<file path="src/rtl/spu_host_pkg.sv">
// Shared constants and payload types for the SPU host-side sequencer.
package spu_host_pkg;

  localparam logic [1:0] OP_MANHATTAN = 2'b00;
  localparam logic [1:0] OP_AREA      = 2'b01;
  localparam logic [1:0] OP_RSVD2     = 2'b10;
  localparam logic [1:0] OP_RSVD3     = 2'b11;

  localparam logic [7:0] IDLE_UIO = 8'hC0;

  localparam int unsigned A_LSB  = 0;
  localparam int unsigned A_W    = 4;
  localparam int unsigned B_LSB  = 4;
  localparam int unsigned B_W    = 4;
  localparam int unsigned C_LSB  = 0;
  localparam int unsigned C_W    = 3;
  localparam int unsigned D_LSB  = 3;
  localparam int unsigned D_W    = 3;
  localparam int unsigned OP_LSB = 6;
  localparam int unsigned OP_W   = 2;

  localparam int unsigned RSP_W = 10;

  typedef struct packed {
    logic [1:0] op;
    logic [2:0] d;
    logic [2:0] c;
    logic [3:0] b;
    logic [3:0] a;
  } cmd_t;

  typedef struct packed {
    logic [1:0] op;
    logic [7:0] data;
  } rsp_t;

  function automatic logic [7:0] pack_ui(input cmd_t cmd);
    logic [7:0] p;
    p = '0;
    p[A_LSB +: A_W] = cmd.a;
    p[B_LSB +: B_W] = cmd.b;
    return p;
  endfunction

  function automatic logic [7:0] pack_uio(input cmd_t cmd);
    logic [7:0] p;
    p = '0;
    p[C_LSB +: C_W]   = cmd.c;
    p[D_LSB +: D_W]   = cmd.d;
    p[OP_LSB +: OP_W] = cmd.op;
    return p;
  endfunction

  function automatic logic is_rsvd(input logic [1:0] op);
    return (op == OP_RSVD2) || (op == OP_RSVD3);
  endfunction

endpackage

</file>
<file path="src/rtl/spu_host_sequencer_if.sv">
// Command and response streams between the harness and the SPU host sequencer.
interface spu_host_sequencer_if;

  logic       cmd_valid;
  logic       cmd_ready;
  logic [3:0] cmd_a;
  logic [3:0] cmd_b;
  logic [2:0] cmd_c;
  logic [2:0] cmd_d;
  logic [1:0] cmd_op;

  logic       rsp_valid;
  logic       rsp_ready;
  logic [7:0] rsp_data;
  logic [1:0] rsp_op;

  modport master (
    output cmd_valid, cmd_a, cmd_b, cmd_c, cmd_d, cmd_op, rsp_ready,
    input  cmd_ready, rsp_valid, rsp_data, rsp_op
  );

  modport slave (
    input  cmd_valid, cmd_a, cmd_b, cmd_c, cmd_d, cmd_op, rsp_ready,
    output cmd_ready, rsp_valid, rsp_data, rsp_op
  );

endinterface

</file>
<file path="src/rtl/spu_host_rsp_fifo.sv">
// Synchronous FIFO with occupancy count; head is visible on rd_data while non-empty.
module spu_host_rsp_fifo #(
  parameter int unsigned WIDTH = 10,
  parameter int unsigned DEPTH = 4
) (
  input  logic                             clk,
  input  logic                             reset,
  input  logic                             wr_en,
  input  logic [WIDTH-1:0]                 wr_data,
  input  logic                             rd_en,
  output logic [WIDTH-1:0]                 rd_data,
  output logic [$clog2(DEPTH+1)-1:0]       count
);

  localparam int unsigned AW = (DEPTH > 1) ? $clog2(DEPTH) : 1;
  localparam int unsigned CW = $clog2(DEPTH + 1);

  logic [WIDTH-1:0] mem [DEPTH];
  logic [AW-1:0]    wr_ptr;
  logic [AW-1:0]    rd_ptr;
  logic [CW-1:0]    count_q;
  logic             do_rd;
  logic             do_wr;

  // A read frees the slot the same cycle, so write-on-full with a read is legal.
  assign do_rd = rd_en & (count_q != '0);
  assign do_wr = wr_en & ((count_q != CW'(DEPTH)) | do_rd);

  always_ff @(posedge clk or posedge reset) begin
    if (reset) begin
      for (int i = 0; i < int'(DEPTH); i++) mem[i] <= '0;
      wr_ptr  <= '0;
      rd_ptr  <= '0;
      count_q <= '0;
    end else begin
      if (do_wr) begin
        mem[wr_ptr] <= wr_data;
        wr_ptr      <= wr_ptr + AW'(1);
      end
      if (do_rd) rd_ptr <= rd_ptr + AW'(1);
      unique case ({do_wr, do_rd})
        2'b10:   count_q <= count_q + CW'(1);
        2'b01:   count_q <= count_q - CW'(1);
        default: ;
      endcase
    end
  end

  assign rd_data = mem[rd_ptr];
  assign count   = count_q;

endmodule

</file>
<file path="src/rtl/spu_host_sequencer.sv">
// Host-side SPU initiator: drives pins for one cycle per command, tracks the fixed
// SPU latency and captures uo_out into a credit-protected response FIFO.
module spu_host_sequencer
  import spu_host_pkg::*;
#(
  parameter int unsigned LATENCY    = 2,
  parameter int unsigned FIFO_DEPTH = 4
) (
  input  logic                  clk,
  input  logic                  reset,
  spu_host_sequencer_if.slave   host,
  output logic [7:0]            spu_ui_in,
  output logic [7:0]            spu_uio_in,
  input  logic [7:0]            spu_uo_out,
  output logic                  spu_rst_n,
  output logic                  err_nonzero,
  output logic [2:0]            inflight
);

  localparam int unsigned STAGES = LATENCY + 1;
  localparam int unsigned CRED_W = $clog2(FIFO_DEPTH + 1);

  cmd_t              cmd;
  logic              accept;
  logic              pop;
  logic              cmd_ready_q;
  logic [CRED_W-1:0] credits;
  logic [CRED_W-1:0] credits_next;
  logic [STAGES-1:0] stg_vld;
  logic [1:0]        stg_op [STAGES];
  logic              capture;
  logic [1:0]        cap_op;
  logic [CRED_W-1:0] fifo_count;
  rsp_t              fifo_wdata;
  rsp_t              fifo_head;

  assign cmd    = {host.cmd_op, host.cmd_d, host.cmd_c, host.cmd_b, host.cmd_a};
  assign accept = host.cmd_valid & cmd_ready_q;
  assign pop    = host.rsp_valid & host.rsp_ready;

  // Credits cover every slot a command may occupy: pipeline stage or FIFO entry.
  always_comb begin
    credits_next = credits;
    unique case ({accept, pop})
      2'b10:   credits_next = credits - CRED_W'(1);
      2'b01:   credits_next = credits + CRED_W'(1);
      default: ;
    endcase
  end

  always_ff @(posedge clk or posedge reset) begin
    if (reset) begin
      spu_rst_n   <= 1'b0;
      credits     <= CRED_W'(FIFO_DEPTH);
      cmd_ready_q <= 1'b0;
    end else begin
      spu_rst_n   <= 1'b1;
      credits     <= credits_next;
      cmd_ready_q <= (credits_next != '0);
    end
  end

  // Pins carry a command for exactly one cycle, otherwise the idle pattern.
  always_ff @(posedge clk or posedge reset) begin
    if (reset) begin
      spu_ui_in  <= 8'h00;
      spu_uio_in <= IDLE_UIO;
    end else if (accept) begin
      spu_ui_in  <= pack_ui(cmd);
      spu_uio_in <= pack_uio(cmd);
    end else begin
      spu_ui_in  <= 8'h00;
      spu_uio_in <= IDLE_UIO;
    end
  end

  always_ff @(posedge clk or posedge reset) begin
    if (reset) begin
      stg_vld  <= '0;
      inflight <= '0;
      for (int i = 0; i < int'(STAGES); i++) stg_op[i] <= '0;
    end else begin
      stg_vld   <= {stg_vld[STAGES-2:0], accept};
      inflight  <= 3'($countones({stg_vld[STAGES-2:0], accept}));
      stg_op[0] <= host.cmd_op;
      for (int i = 1; i < int'(STAGES); i++) stg_op[i] <= stg_op[i-1];
    end
  end

  assign capture = stg_vld[STAGES-1];
  assign cap_op  = stg_op[STAGES-1];

  // Reserved opcodes must come back as zero; any other value latches the error.
  always_ff @(posedge clk or posedge reset) begin
    if (reset) begin
      err_nonzero <= 1'b0;
    end else if (capture && is_rsvd(cap_op) && (spu_uo_out != 8'h00)) begin
      err_nonzero <= 1'b1;
    end
  end

  assign fifo_wdata = {cap_op, spu_uo_out};

  spu_host_rsp_fifo #(
    .WIDTH (RSP_W),
    .DEPTH (FIFO_DEPTH)
  ) u_rsp_fifo (
    .clk     (clk),
    .reset   (reset),
    .wr_en   (capture),
    .wr_data (fifo_wdata),
    .rd_en   (pop),
    .rd_data (fifo_head),
    .count   (fifo_count)
  );

  assign host.cmd_ready = cmd_ready_q;
  assign host.rsp_valid = (fifo_count != '0);
  assign host.rsp_data  = fifo_head.data;
  assign host.rsp_op    = fifo_head.op;

endmodule

</file>
<file path="src/flat_wrapper.sv">
// flat-port wrapper written by rule: the top's interface ports become plain ports
module spu_host_sequencer_flat import spu_host_pkg::*;
#(
  parameter int unsigned LATENCY    = 2,
  parameter int unsigned FIFO_DEPTH = 4
)
  (clk, reset, spu_ui_in, spu_uio_in, spu_uo_out, spu_rst_n, err_nonzero, inflight, host_cmd_valid, host_cmd_a, host_cmd_b, host_cmd_c, host_cmd_d, host_cmd_op, host_rsp_ready, host_cmd_ready, host_rsp_valid, host_rsp_data, host_rsp_op);
  spu_host_sequencer_if host_i ();
  input  logic clk;
  input  logic reset;
  output logic [7:0] spu_ui_in;
  output logic [7:0] spu_uio_in;
  input  logic [7:0] spu_uo_out;
  output logic spu_rst_n;
  output logic err_nonzero;
  output logic [2:0] inflight;
  input wire logic [$bits(host_i.cmd_valid)-1:0] host_cmd_valid;
  input wire logic [$bits(host_i.cmd_a)-1:0] host_cmd_a;
  input wire logic [$bits(host_i.cmd_b)-1:0] host_cmd_b;
  input wire logic [$bits(host_i.cmd_c)-1:0] host_cmd_c;
  input wire logic [$bits(host_i.cmd_d)-1:0] host_cmd_d;
  input wire logic [$bits(host_i.cmd_op)-1:0] host_cmd_op;
  input wire logic [$bits(host_i.rsp_ready)-1:0] host_rsp_ready;
  output wire logic [$bits(host_i.cmd_ready)-1:0] host_cmd_ready;
  output wire logic [$bits(host_i.rsp_valid)-1:0] host_rsp_valid;
  output wire logic [$bits(host_i.rsp_data)-1:0] host_rsp_data;
  output wire logic [$bits(host_i.rsp_op)-1:0] host_rsp_op;
  assign host_i.cmd_valid = host_cmd_valid;
  assign host_i.cmd_a = host_cmd_a;
  assign host_i.cmd_b = host_cmd_b;
  assign host_i.cmd_c = host_cmd_c;
  assign host_i.cmd_d = host_cmd_d;
  assign host_i.cmd_op = host_cmd_op;
  assign host_i.rsp_ready = host_rsp_ready;
  assign host_cmd_ready = host_i.cmd_ready;
  assign host_rsp_valid = host_i.rsp_valid;
  assign host_rsp_data = host_i.rsp_data;
  assign host_rsp_op = host_i.rsp_op;
  spu_host_sequencer #(.LATENCY(LATENCY), .FIFO_DEPTH(FIFO_DEPTH)) u_core (.clk(clk), .reset(reset), .host(host_i), .spu_ui_in(spu_ui_in), .spu_uio_in(spu_uio_in), .spu_uo_out(spu_uo_out), .spu_rst_n(spu_rst_n), .err_nonzero(err_nonzero), .inflight(inflight));
endmodule
</file>
<file path="config.mk">
export PLATFORM = sky130hd
export DESIGN_NAME = spu_host_sequencer_flat
export DESIGN_NICKNAME = d
export VERILOG_FILES = /design/src/rtl/spu_host_pkg.sv /design/src/rtl/spu_host_sequencer_if.sv /design/src/rtl/spu_host_rsp_fifo.sv /design/src/rtl/spu_host_sequencer.sv /design/src/flat_wrapper.sv
export SDC_FILE = /design/constraint.sdc
export NUM_CORES = 1
export LEC_CHECK = 0
export CAP_MARGIN = 40
export CORE_AREA = 2 2 88 82
export CTS_BUF_LIST = sky130_fd_sc_hd__clkbuf_4 sky130_fd_sc_hd__clkbuf_8
export DETAILED_ROUTE_END_ITERATION = 10
export DIE_AREA = 0 0 90 84
export PLACE_DENSITY = 0.74
export SYNTH_ARGS = -nofsm -noshare
export SYNTH_HDL_FRONTEND = slang
export SYNTH_SLANG_ARGS = --single-unit
export TNS_END_PERCENT = 10
</file>
<file path="constraint.sdc">
create_clock -name clk -period 6.5 [get_ports clk]
set_input_delay 1.625 -clock clk [delete_from_list [all_inputs] [get_ports clk]]
set_output_delay 1.625 -clock clk [all_outputs]
set_load 0.03 [all_outputs]
</file>
# [Word-level counts from Yosys, hierarchy flattened]
# Index checks and enable logic that the tools add are counted.
[op_classes] bitwise_logic=7 magnitude_cmp=3 eq_ne=7 reduce_logical=8 add_sub_neg=8 mux=10
[ops] cell="40-bit bitwise mux" n=1
[ops] cell="10-bit 2-to-1 mux" n=3
[ops] cell="10-bit binary-select mux with 2-bit select" n=1
[ops] cell="10-bit demux with 2-bit select" n=1
[ops] cell="8-bit 2-to-1 mux" n=2
[ops] cell="3-bit one-hot mux with 2 select lines" n=2
[ops] cell="2-bit equality test (second input constant)" n=4
[ops] cell="8-bit nonzero test" n=1
[ops] cell="3-bit by 1-bit adder with 3-bit output (second input constant)" n=2
[ops] cell="3-bit greater-or-equal comparator (second input constant)" n=2
[ops] cell="2-bit inverter with 3-bit output" n=2
[ops] cell="3-bit nonzero test" n=2
[ops] cell="3-bit by 1-bit subtractor with 3-bit output (second input constant)" n=2
[ops] cell="2-bit by 1-bit adder with 2-bit output (second input constant)" n=2
[ops] cell="1-bit AND" n=4
[ops] cell="2-bit by 1-bit equality test with 1-bit output (second input constant)" n=2
[ops] cell="3-bit by 1-bit adder with 3-bit output" n=1
[ops] cell="1-bit logical AND" n=3
[ops] cell="3-bit by 1-bit < comparator with 1-bit output (second input constant)" n=1
[ops] cell="3-bit != test (second input constant)" n=1
[ops] cell="1-bit by 1-bit adder with 2-bit output" n=1
[ops] cell="2-bit nonzero test" n=1
[ops] cell="1-bit logical OR" n=1
[ops] cell="1-bit OR" n=1
[totals] reg_bits=81 inputBits=28 out_inout_bits=33

# [Depth between registers and ports, before layout]
[logic_depth] depth_word=7 mapped_depth=8 depth_no_buf=8

# [Hierarchy]
# From an unflattened synthesis, not the netlist that was laid out.
[unflattened] cells_unflattened=211 hier_area_um2=3270.6
[by_module_without_submodules] mod="spu_host_rsp_fifo" seq_area_each_um2=1176.1 n_inst=1 cells_per_inst=132 area_each_um2=2130.8
[by_module_without_submodules] mod="spu_host_sequencer" seq_area_each_um2=829.5 n_inst=1 cells_per_inst=79 area_each_um2=1139.8

# [Least setup slack after synthesis]
# OpenSTA, ideal clock, no wires.
[synth_path] kind="input -> register" from="in host_rsp_ready" to="reg u_core.u_rsp_fifo.count_q[2], in the netlist u_core.u_rsp_fifo.count[2]" arrival_ns=3.193 path_stages=8 path_slack_ns=3.228 required_ns=6.421 cell_sequence="nor4b_4 > or2b_2 > ha_1 > inv_1 > fa_1 > xor2_1 > nor2_1 > xor2_1"
[synth_via] elab_chain_len=6 word_cells_on_any_way=8
[synth_lines] item="start: declaration" line_no="flat_wrapper.sv:23" rtl="input wire logic [$bits(host_i.rsp_ready)-1:0] host_rsp_ready;"
[synth_lines] item="1-bit AND (*)" line_no="spu_host_sequencer.sv:39" rtl="assign pop = host.rsp_valid & host.rsp_ready;"
[synth_lines] item="1-bit AND (*)" line_no="spu_host_rsp_fifo.sv:26" rtl="assign do_rd = rd_en & (count_q != '0);"
[synth_lines] item="1-bit OR" line_no="spu_host_rsp_fifo.sv:27" rtl="assign do_wr = wr_en & ((count_q != CW'(DEPTH)) | do_rd);"
[synth_lines] item="1-bit AND" line_no="spu_host_rsp_fifo.sv:27"
[synth_lines] item="2-bit by 1-bit equality test with 1-bit output or 2-bit equality test (tied branches)" line_no="spu_host_rsp_fifo.sv:41" rtl="unique case ({do_wr, do_rd})"
[synth_lines] item="3-bit one-hot mux with 2 select lines or 2-bit nonzero test (tied branches)"
[synth_lines] item="end signal: assignment" line_no="spu_host_rsp_fifo.sv:42" rtl="2'b10: count_q <= count_q + CW'(1);"
[synth_lines] item="end signal: assignment" line_no="spu_host_rsp_fifo.sv:43" rtl="2'b01: count_q <= count_q - CW'(1);"
[synth_lines] item="end: declaration" line_no="spu_host_rsp_fifo.sv:21" rtl="logic [CW-1:0] count_q;"
# Every way passes the cells marked *; elsewhere a longest branch is shown, timed or not.
# A chain may end at the register's enable or synchronous reset.

# [Worst setup path after layout]
[layout_path] from="reg u_core.u_rsp_fifo.rd_ptr[0]" to="out host_rsp_op[1]"
[layout_via] elab_chain_len=4
[layout_lines] item="start: declaration" line_no="spu_host_rsp_fifo.sv:20" rtl="logic [AW-1:0] rd_ptr;"
[layout_lines] item="start signal: assignment" line_no="spu_host_rsp_fifo.sv:40" rtl="if (do_rd) rd_ptr <= rd_ptr + AW'(1);"
[layout_lines] item="2-bit inverter with 3-bit output (implied by the code)" line_no="spu_host_rsp_fifo.sv:49" rtl="assign rd_data = mem[rd_ptr];"
[layout_lines] item="10-bit binary-select mux with 2-bit select" line_no="spu_host_rsp_fifo.sv:49"
[layout_lines] item="10-bit 2-to-1 mux (implied by the code) (2 in series)" line_no="spu_host_rsp_fifo.sv:49"
[layout_lines] item="end: declaration" line_no="flat_wrapper.sv:27" rtl="output wire logic [$bits(host_i.rsp_op)-1:0] host_rsp_op;"
# Every way passes these cells. The select of a mux whose other input is x is not followed.

==> qor.csv <==
stage,metric,value,unit
clock_tree,postCtsHoldBufs,0,
hold_path,hold_path_class,register to register,
power_and_ir_drop,p_leak,1.83,nW
worst_setup_path,crit_required,4.88,ns
synth,yosys_warnings,0,
global_routing,grt_pass1_wl,9.77,mm
final_layout,nets,317,
clock_tree,path_clk_slew,0.08,ns
die,num_rows,29,
sta,drv_slew,0,
synth,synth_top_family_by_area,multiplexers,
clock_tree,post_cts_buffers,0,
die,core_area,6750,um^2
drt,drc_errors,0,
synth,syn_nets,248,
power_and_ir_drop,p_per_area,483,nW/um^2
clock_tree,cts_sinks,81,
drt,antenna_left,0,
worst_setup_path,crit_fanout,12,
drt,drtIter0Drc,61,
die,die_width,90,um
placed_design,gp_congestion,0.674,
synth,yosys.area_share.simple,0.0660,
die,start_util,0.489,
global_routing,overflow,0,
synth,synth_edf_count,0,
die,fp.dieArea,7560,um^2
sta,min_period,3.97,ns
worst_setup_path,worstSetupPathType,register to output pin,
synth,syn-instance-count,208,
worst_setup_path,arrival,2.34,ns
sta,hold_violations,0,
sta,relSlewSlack,0.552,
clock_tree,cts_tree,yes,
drt,wl_per_cell,15.2,um
global_routing,antenna_found_initial,0,
synth,synth_fa_ha_area_frac,0.0524,
synth,synthXorXnorAreaFrac,0.0213,
synth,yosysSeqAreaShare,0.616,
clock_tree,clockBufferDepth,2,
worst_setup_path,max_stage_delay,0.78,ns
power_and_ir_drop,total_power,2.05,mW
sta,finalSetupViolCount,0,
synth,synthArstFlopShare,1.00,
sta,tns,0,ns
outcome,outcome,"complete, no violations",
global_routing,grt_max_degree,57,
worst_setup_path,path_cells,mux4_2 > clkdlybuf4s50_1,
synth,ys_seq_elements,81,
synth,synthMuxAreaShare,0.215,
worst_setup_path,crit_slowest_cell,dfrtp_1,
placed_design,io_buffers,60,
drt,dr.pass1.iters,4,
synth,synth_compound_area_frac,0.0140,
global_routing,grt_pass1_vias,1972,
clock_tree,root_buffer,clkbuf_8,
sta,fin_crit_sh,0.610,
die,io_pins,61,
global_routing,grtUsageTotal,0.166,
sta,clock-skew-final,0.00627,ns
clock_tree,cts_resized,0,
worst_setup_path,cp-start-kind,register,
clock_tree,insertion_delay,0.34,ns
final_layout,nFillCells,543,
drt,vias,1872,
final_layout,diodes,0,
clock_tree,htreeDepth,3,
worst_setup_path,end_kind,output pin,
synth,synth.distinct_cells,26,
sta,worstMarginPinSlew,0.672,ns
job,maxCapViolations,0,
synth,syn-mean-instance-area,15.9,um^2
final_layout,drive_gt1_frac,0.309,
sta,max_freq,0.252,GHz
power_and_ir_drop,vdd_drop_max,0.243,mV
drt,wirelength,5.71,mm
synth,synth-main-ff-cell,dfrtp_1,
final_layout,syn_to_final_growth,28.5,%
sta,grt_setup_unrepaired,no,
die,die_y,84,um
synth,syn-cell-area,3300,um^2
clock_tree,cts_buffers,9,
drt,vias_per_cell,4.99,
placed_design,hpwl,3.91,mm
## synthesized netlist by cell type (3+ instances only)
master / number / area [um^2]
nand2_1: 7 / 26.3
nor2_2: 4 / 25.0
ha_1: 9 / 113
dfstp_2: 3 / 78.8
xnor2_1: 4 / 35.0
fa_1: 3 / 60.1
xor2_1: 4 / 35.0
mux2_2: 42 / 473
inv_1: 8 / 30.0
mux4_2: 10 / 225
or2_2: 3 / 18.8
and3_1: 14 / 87.6
dfrtp_1: 78 / 1950
## metrics by stage
stage / setup slack [ns] / instances / hold slack, ns / cell area (um^2) / utilization
after floorplan: 2.80 / 208 / 0.331 / 3300 / -
final: 2.53 / 375 / 0.350 / 4240 / 0.628
after detailed placement: 2.56 / 359 / 0.336 / 4030 / 0.598
after global routing: 2.41 / 375 / 0.367 / 4240 / 0.628
after global placement: 2.64 / 358 / 0.334 / 4010 / 0.593
after CTS: 2.51 / 375 / 0.353 / 4240 / 0.628
## layer usage
layer / track usage / up-vias / wire length, um
met5: 0 / - / 0
met4: 0.0545 / 0 / 65
met3: 0.0687 / 7 / 393
met2: 0.265 / 51 / 2700
met1: 0.208 / 942 / 2550
li1: - / 872 / -
## cell type report
type	count	area [um^2]	share of cell area
inverters	8	31.3	0.00738
repair buffers	62	636	0.150
flip-flops and latches	81	2030	0.479
multi-input cells	115	1220	0.288
clock inverters	2	37.5	0.00886
clock buffers	14	168	0.0396
well taps	93	116	0.0275
## worst max-delay path: cells and delay by family, from the launching register on
family	cells	cell delay [ns]
multiplexers	1	0.61
flip-flops	1	0.78
buffers and inverters	1	0.61
## cells in the final DEF (no fill, tap or decap), types with 2 or more instances in the layout
master           Yosys  final
and3_1              14     14
clkbuf_4             0      4
clkbuf_8             0     10
clkdlybuf4s50_1      0     60
dfrtp_1             78     78
dfstp_2              3      3
fa_1                 3      3
ha_1                 9      9
inv_1                8      7
mux2_2              42     42
mux4_2              10     10
nand2_1              7      7
nor2_1               2      2
nor2_2               4      4
nor4_1               2      2
o21ai_0              2      2
o31a_2               2      2
or2_2                3      3
xnor2_1              4      4
xor2_1               4      4
## power breakdown
part | total, mW | switching (mW) | internal (mW)
sequential | 0.840 | 0.146 | 0.694
clock | 0.371 | 0.165 | 0.206
combinational | 0.837 | 0.377 | 0.460
## logic make-up after synthesis
logic type                 count (synthesis)
DFF                                       81
adders and majority gates                 12
buffers and inverters                     12
other                                      1
and+or+nand+nor                           35
muxes                                     53
AOI/OAI and AO/OA                          6
xor gates and xnor gates                   8
## path summary, 6_finish.rpt
| kind | start | to | slack (ns) | depth (start not counted) |
|---|---|---|---|---|
| setup / recovery | u_core.u_rsp_fifo.rd_ptr[0]$_DFFE_PP0P_ | host_rsp_op[1] | 2.53 | 2 |
| hold / removal | u_core.stg_op[2]$_DFF_PP0_ | u_core.cap_op[0]$_DFF_PP0_ | 0.35 | 0 |
| setup reg to reg | u_core.u_rsp_fifo.count[1]$_DFFE_PP0P_ | u_core.u_rsp_fifo.count[2]$_DFFE_PP0P_ | 4.27 | 8 |
| hold reg to reg | u_core.stg_op[2]$_DFF_PP0_ | u_core.cap_op[0]$_DFF_PP0_ | 0.35 | 0 |
| max in group asynchronous | reset | u_core.spu_uio_in[6]$_DFF_PP1_ | 4.23 | 4 |
| min in group asynchronous | reset | u_core.spu_rst_n$_DFF_PP0_ | 1.65 | 3 |
## flip-flops by register name, indices dropped and copies added (netlist names), 2 cells and up
| signal | cells |
|---|---|
| u_core.cap_op | 2 |
| u_core.credits | 3 |
| u_core.inflight | 3 |
| u_core.spu_ui_in | 8 |
| u_core.spu_uio_in | 8 |
| u_core.stg_op | 4 |
| u_core.stg_vld | 3 |
| u_core.u_rsp_fifo.count | 3 |
| u_core.u_rsp_fifo.mem | 40 |
| u_core.u_rsp_fifo.rd_ptr | 2 |
| u_core.u_rsp_fifo.wr_ptr | 2 |
Power figures use the tool's default switching activity.
==> variant 1, RTL diff (same settings) <==
`LATENCY` is set to 2 in 2 places; all go to 4.
--- a/src/rtl/spu_host_sequencer.sv
+++ b/src/rtl/spu_host_sequencer.sv
@@ -5,3 +5,3 @@
 #(
-  parameter int unsigned LATENCY    = 2,
+  parameter int unsigned LATENCY    = 4,
   parameter int unsigned FIFO_DEPTH = 4
--- a/src/flat_wrapper.sv
+++ b/src/flat_wrapper.sv
@@ -3,3 +3,3 @@
 #(
-  parameter int unsigned LATENCY    = 2,
+  parameter int unsigned LATENCY    = 4,
   parameter int unsigned FIFO_DEPTH = 4
Check against the original RTL: not equivalent (a bounded check fails within 10 cycles, from zero or initial values and one cycle with reset high).
==> variant 1 against the original RTL <==
Wire length rose by 5.7%. Design area increased by 4.0%. Synthesized area up 5.4%. Global-route usage grew 1.1 points. Total power up 5.9%. Sequential cell count increased by 6. Clock power increased by 12%. Setup slack better by 0.0065 ns. Largest cell class unchanged.
==> variant 1: results (changes against the original RTL) <==
Finished Layout Cells 385 (+2.7%); Lkg Pwr 1.92 nW (+4.6%); Inserted Clock Buffers 9 (unchanged); Biggest register u_core.u_rsp_fifo.mem; H-tree lvl count 3 (unchanged); FFs w/ async S/R, synth 100% (unchanged); Synth area leaders dfrtp_1, mux2_2, mux4_2; YS warnings 0 (unchanged); Fillers 503 (-7.4%); Seq/Total Area, Yosys 62.8% (+1.2 points); placed insts 369 (+2.8%); GRT Util Overall 17.8% (+1.1 points); initial antenna violation count 0 (unchanged); # hold bufs at CTS 0 (unchanged); Hold Crit Class reg -> reg; slowest cell on the critical path dfrtp_1; clk_skew 0.00763 ns (+0.00136 ns); Mapped Cells 219 (+5.3%); Clk pin slew, worst setup/hold paths 0.09 ns; share of layout cells above drive strength 1 29.5% (-1.4 points); peak supply drop 286 uV (+18%); hpwl dp 4.11 mm (+5.2%); Top delay family on crit path flip-flops; first-pass GRT wire length 10.3 mm (+5.7%); Worst EP arrival 2.33 ns; gpl congestion 0.725 (+7.5%); maximum number of pins on one net before global-route repair 47 (-18%); Synthesized Nets 259 (+4.4%); detailed-router iteration count before antenna repair 4 (unchanged); Crit path largest cell delay 0.77 ns; WL/cell 15.7 um (+2.9%); clock root buffer clkbuf_8; Synth cell types 26 (unchanged); worst-margin pin slew 0.708 ns (+0.0365 ns); critical path fanouts, max 12 (unchanged); status finished, final reports clean; post-CTS setup buffer count 0 (unchanged); PortBufs 60 (unchanged); max reg flops 40 (unchanged); top cells by count, synth dfrtp_1, mux2_2, and3_1, inv_1, mux4_2; fin nets 327 (+3.2%); drt first-iter violations 87 (+43%); Vias 1981 (+5.8%); vias in the first global route 2087 (+5.8%)
variant 1: cell families (layout without fill, tap and decap cells):
family          count (synthesis)  count (layout)  synth area share [%]
compound gates                  6               6                  1.33
xor+xnor                        8               8                  2.02
fa+ha+maj                      12              12                  5.19
buf+inv                        17              90                  1.91
flops                          87              87                  62.8
mux                            53              53                  20.4
other cells                     1               1                 0.108
simple gates                   35              35                  6.27
variant 1: area by class of cell:
| cell class | instances | area share (%) |
|---|---|---|
| clock buffers | 11 | 3.29 |
| repair buffers | 61 | 13.8 |
| flip-flops and latches | 87 | 49.5 |
| multi-input cells | 115 | 27.8 |
| inverters | 13 | 1.14 |
| well taps | 93 | 2.64 |
| clock inverters | 5 | 1.85 |
variant 1: worst register-to-register path, cell delays in order (launching register included):
cell,delay [ns]
dfrtp_1,0.45
nor4b_4,0.48
or2b_2,0.23
ha_1,0.18
inv_1,0.06
fa_1,0.38
xor2_1,0.15
nor2_1,0.11
xor2_1,0.14
variant 1: final timing paths:
kind / end / cells after the start / slack, ns / start
setup reg to reg: u_core.u_rsp_fifo.count[2] / 8 / 4.26 / u_core.u_rsp_fifo.count[1]
hold / removal: u_core.stg_op[4] / 0 / 0.34 / u_core.stg_op[6]
min in group asynchronous: u_core.spu_ui_in[4] / 2 / 1.69 / reset
max in group asynchronous: u_core.stg_op[6] / 3 / 3.78 / reset
setup / recovery: host_rsp_data[4] / 2 / 2.54 / u_core.u_rsp_fifo.rd_ptr[0]
hold reg to reg: u_core.stg_op[4] / 0 / 0.34 / u_core.stg_op[6]
variant 1: layer usage:
layer | wire (um) | track usage (%) | vias to the layer above
met5 | 0 | 0 | -
met4 | 113 | 7.27 | 0
met3 | 209 | 3.97 | 11
met2 | 2950 | 27.6 | 37
met1 | 2760 | 24.6 | 1041
li1 | - | - | 892
variant 1: power by group:
part	leakage (nW)	switching, mW	internal, mW
Sequential	1.03	0.145	0.737
Clock	0.113	0.183	0.231
Combinational	0.773	0.401	0.471
variant 1: stage by stage:
step | instance area (um2) | setup WS, ns | hold slack, ns
floorplan | 3470 | 2.63 | 0.331
global placement | 4180 | 2.67 | 0.331
detailed placement | 4180 | 2.60 | 0.337
CTS | 4410 | 2.48 | 0.351
global route | 4410 | 2.42 | 0.361
finish | 4410 | 2.54 | 0.344
==> variant 2, RTL diff (same settings) <==
Made on the original files. Put one more register stage on the output `err_nonzero`, with the module's reset. The value now appears one clock later. The other outputs are not delayed to match.
--- a/src/rtl/spu_host_sequencer.sv
+++ b/src/rtl/spu_host_sequencer.sv
@@ -21,2 +21,4 @@
   localparam int unsigned CRED_W = $clog2(FIFO_DEPTH + 1);
+
+  logic err_nonzero_s0;
 
@@ -95,5 +97,5 @@
     if (reset) begin
-      err_nonzero <= 1'b0;
+      err_nonzero_s0 <= 1'b0;
     end else if (capture && is_rsvd(cap_op) && (spu_uo_out != 8'h00)) begin
-      err_nonzero <= 1'b1;
+      err_nonzero_s0 <= 1'b1;
     end
@@ -121,2 +123,10 @@
 
+  always_ff @(posedge clk or posedge reset) begin
+    if (reset) begin
+      err_nonzero <= '0;
+    end else begin
+      err_nonzero <= err_nonzero_s0;
+    end
+  end
+
 endmodule
Behaviour: not the same (Yosys sat finds a counterexample within 10 cycles, from zero or initial values and one cycle with reset high).
==> variant 2 against the original RTL <==
Sequential cell count is 1 higher. Setup slack got worse by 0.0067 ns. Count of clock-buffer cells in the layout down 3. Wire length increased by 1.8%. Critical endpoint unchanged. Synthesized area rose by 0.76%. Total power decreased by 0.55%. Design area about the same. Register-to-register slack lost 0.02 ns.
==> variant 2: results (changes against the original RTL) <==
status finished, final reports clean; Hold Startpoint u_core.stg_op[2]; clk_skew 0.00661 ns (+0.000334 ns); DR WL met2 2.73 mm (+1.1%); Synth cell types 26 (unchanged); Area after DPL 0.00406 mm2 (+0.62%); Synthesized Nets 249 (+0.40%); met3 usage 7.32% (+0.45 points); critical path fanouts, max 12 (unchanged); share of layout cells above drive strength 1 30.2% (-0.60 points); Fillers 550 (+1.3%); post-CTS setup buffer count 0 (unchanged); number of cells on the worst hold path 0 (unchanged); peak supply drop 276 uV (+14%); drt first-iter violations 147 (+140%); Post-synth EDFFs 0 (unchanged); Longest Clk Path Bufs 2 (unchanged); clk_lat worst skew 0.34 ns (about the same); Crit path largest cell delay 0.79 ns; first-pass GRT wire length 10.4 mm (+5.9%); fin nets 318 (+0.32%); Lkg Pwr 1.83 nW (-0.20%); ys flop type dfrtp_1; Critical Path Start u_core.u_rsp_fifo.rd_ptr[0]; GRT Util Overall 17.5% (+0.91 points); top cells by count, synth dfrtp_1, mux2_2, and3_1, mux4_2, ha_1; Register-to-Register Setup Slack 4.25 ns (-0.02 ns); vias in the first global route 2007 (+1.8%); Seq/Total Area, Yosys 61.9% (+0.29 points); worst flop-to-flop path endpoint u_core.u_rsp_fifo.count[2]; met2 usage 26.7% (+0.21 points); Synth area leaders dfrtp_1, mux2_2, mux4_2; H-tree lvl count 3 (unchanged); R2R cell count 8 (unchanged); RR Startpoint u_core.u_rsp_fifo.count[1]; biggest regs u_core.u_rsp_fifo.mem (40), u_core.spu_ui_in (8), u_core.spu_uio_in (8); Met1 Wirelength 2.64 mm (+3.5%); maximum number of pins on one net before global-route repair 61 (+7.0%); Slew HR 54.0% (-1.2 points); metal3 WL 383 um (-2.5%); slowest cell on the critical path dfrtp_1; initial antenna violation count 0 (unchanged); hpwl dp 3.95 mm (+0.96%); met1 usage 23.6% (+2.8 points); gpl congestion 0.686 (+1.8%); Inserted Clock Buffers 9 (unchanged); Vias 1895 (+1.2%); detailed-router iteration count before antenna repair 4 (unchanged); WL final 5.82 mm (+1.8%); Setup crit end host_rsp_op[1]
-- variant 2: changes by cell type in the layout (fill, tap and decap cells not counted) --
cell	unedited run	this run
dfrtp_1	78	79
clkinv_2	1	2
clkbuf_8	10	9
clkbuf_4	4	2
-- variant 2: report_power, final --
part	internal [mW]	leakage, nW	total (mW)	switching (mW)
Clock	0.181	0.0921	0.350	0.168
Sequential	0.700	0.970	0.846	0.146
Combinational	0.460	0.767	0.841	0.380
Total	1.34	1.83	2.04	0.695
-- variant 2: metrics by stage --
stage | power (mW) | cells | utilization, % | hold WS (ns) | setup WS [ns]
2_1_floorplan | 1.42 | 209 | - | 0.331 | 2.77
3_3_place_gp | 1.68 | 359 | 59.7 | 0.332 | 2.63
3_5_place_dp | 1.71 | 360 | 60.1 | 0.336 | 2.55
4_1_cts | 2.06 | 374 | 62.8 | 0.353 | 2.49
5_1_grt | 2.17 | 374 | 62.8 | 0.365 | 2.43
6_report | 2.04 | 374 | 62.8 | 0.349 | 2.53
-- variant 2: layout make-up --
type	count	share of cell area [%]
clock buffer	11	3.28
clock inverter	3	1.00
inverter	8	0.738
multi-input combinational	115	28.7
sequential	82	48.5
tap	93	2.74
timing repair buffer	62	15.0
-- variant 2: critical path: cells and delay by family (launching register included) --
| family | cells | cell delay, ns |
|---|---|---|
| flops | 1 | 0.79 |
| buf+inv | 1 | 0.61 |
| mux | 1 | 0.61 |
-- variant 2: kinds of logic after synthesis --
| family | count (synthesis) | synth area share, % |
|---|---|---|
| XOR/XNOR | 8 | 2.11 |
| other | 1 | 0.113 |
| adder cells (fa/ha/maj) | 12 | 5.20 |
| AND/OR/NAND/NOR | 35 | 6.55 |
| AO/OA/AOI/OAI | 6 | 1.39 |
| flip-flops | 82 | 61.9 |
| buffers and inverters | 12 | 1.43 |
| multiplexers | 53 | 21.3 |
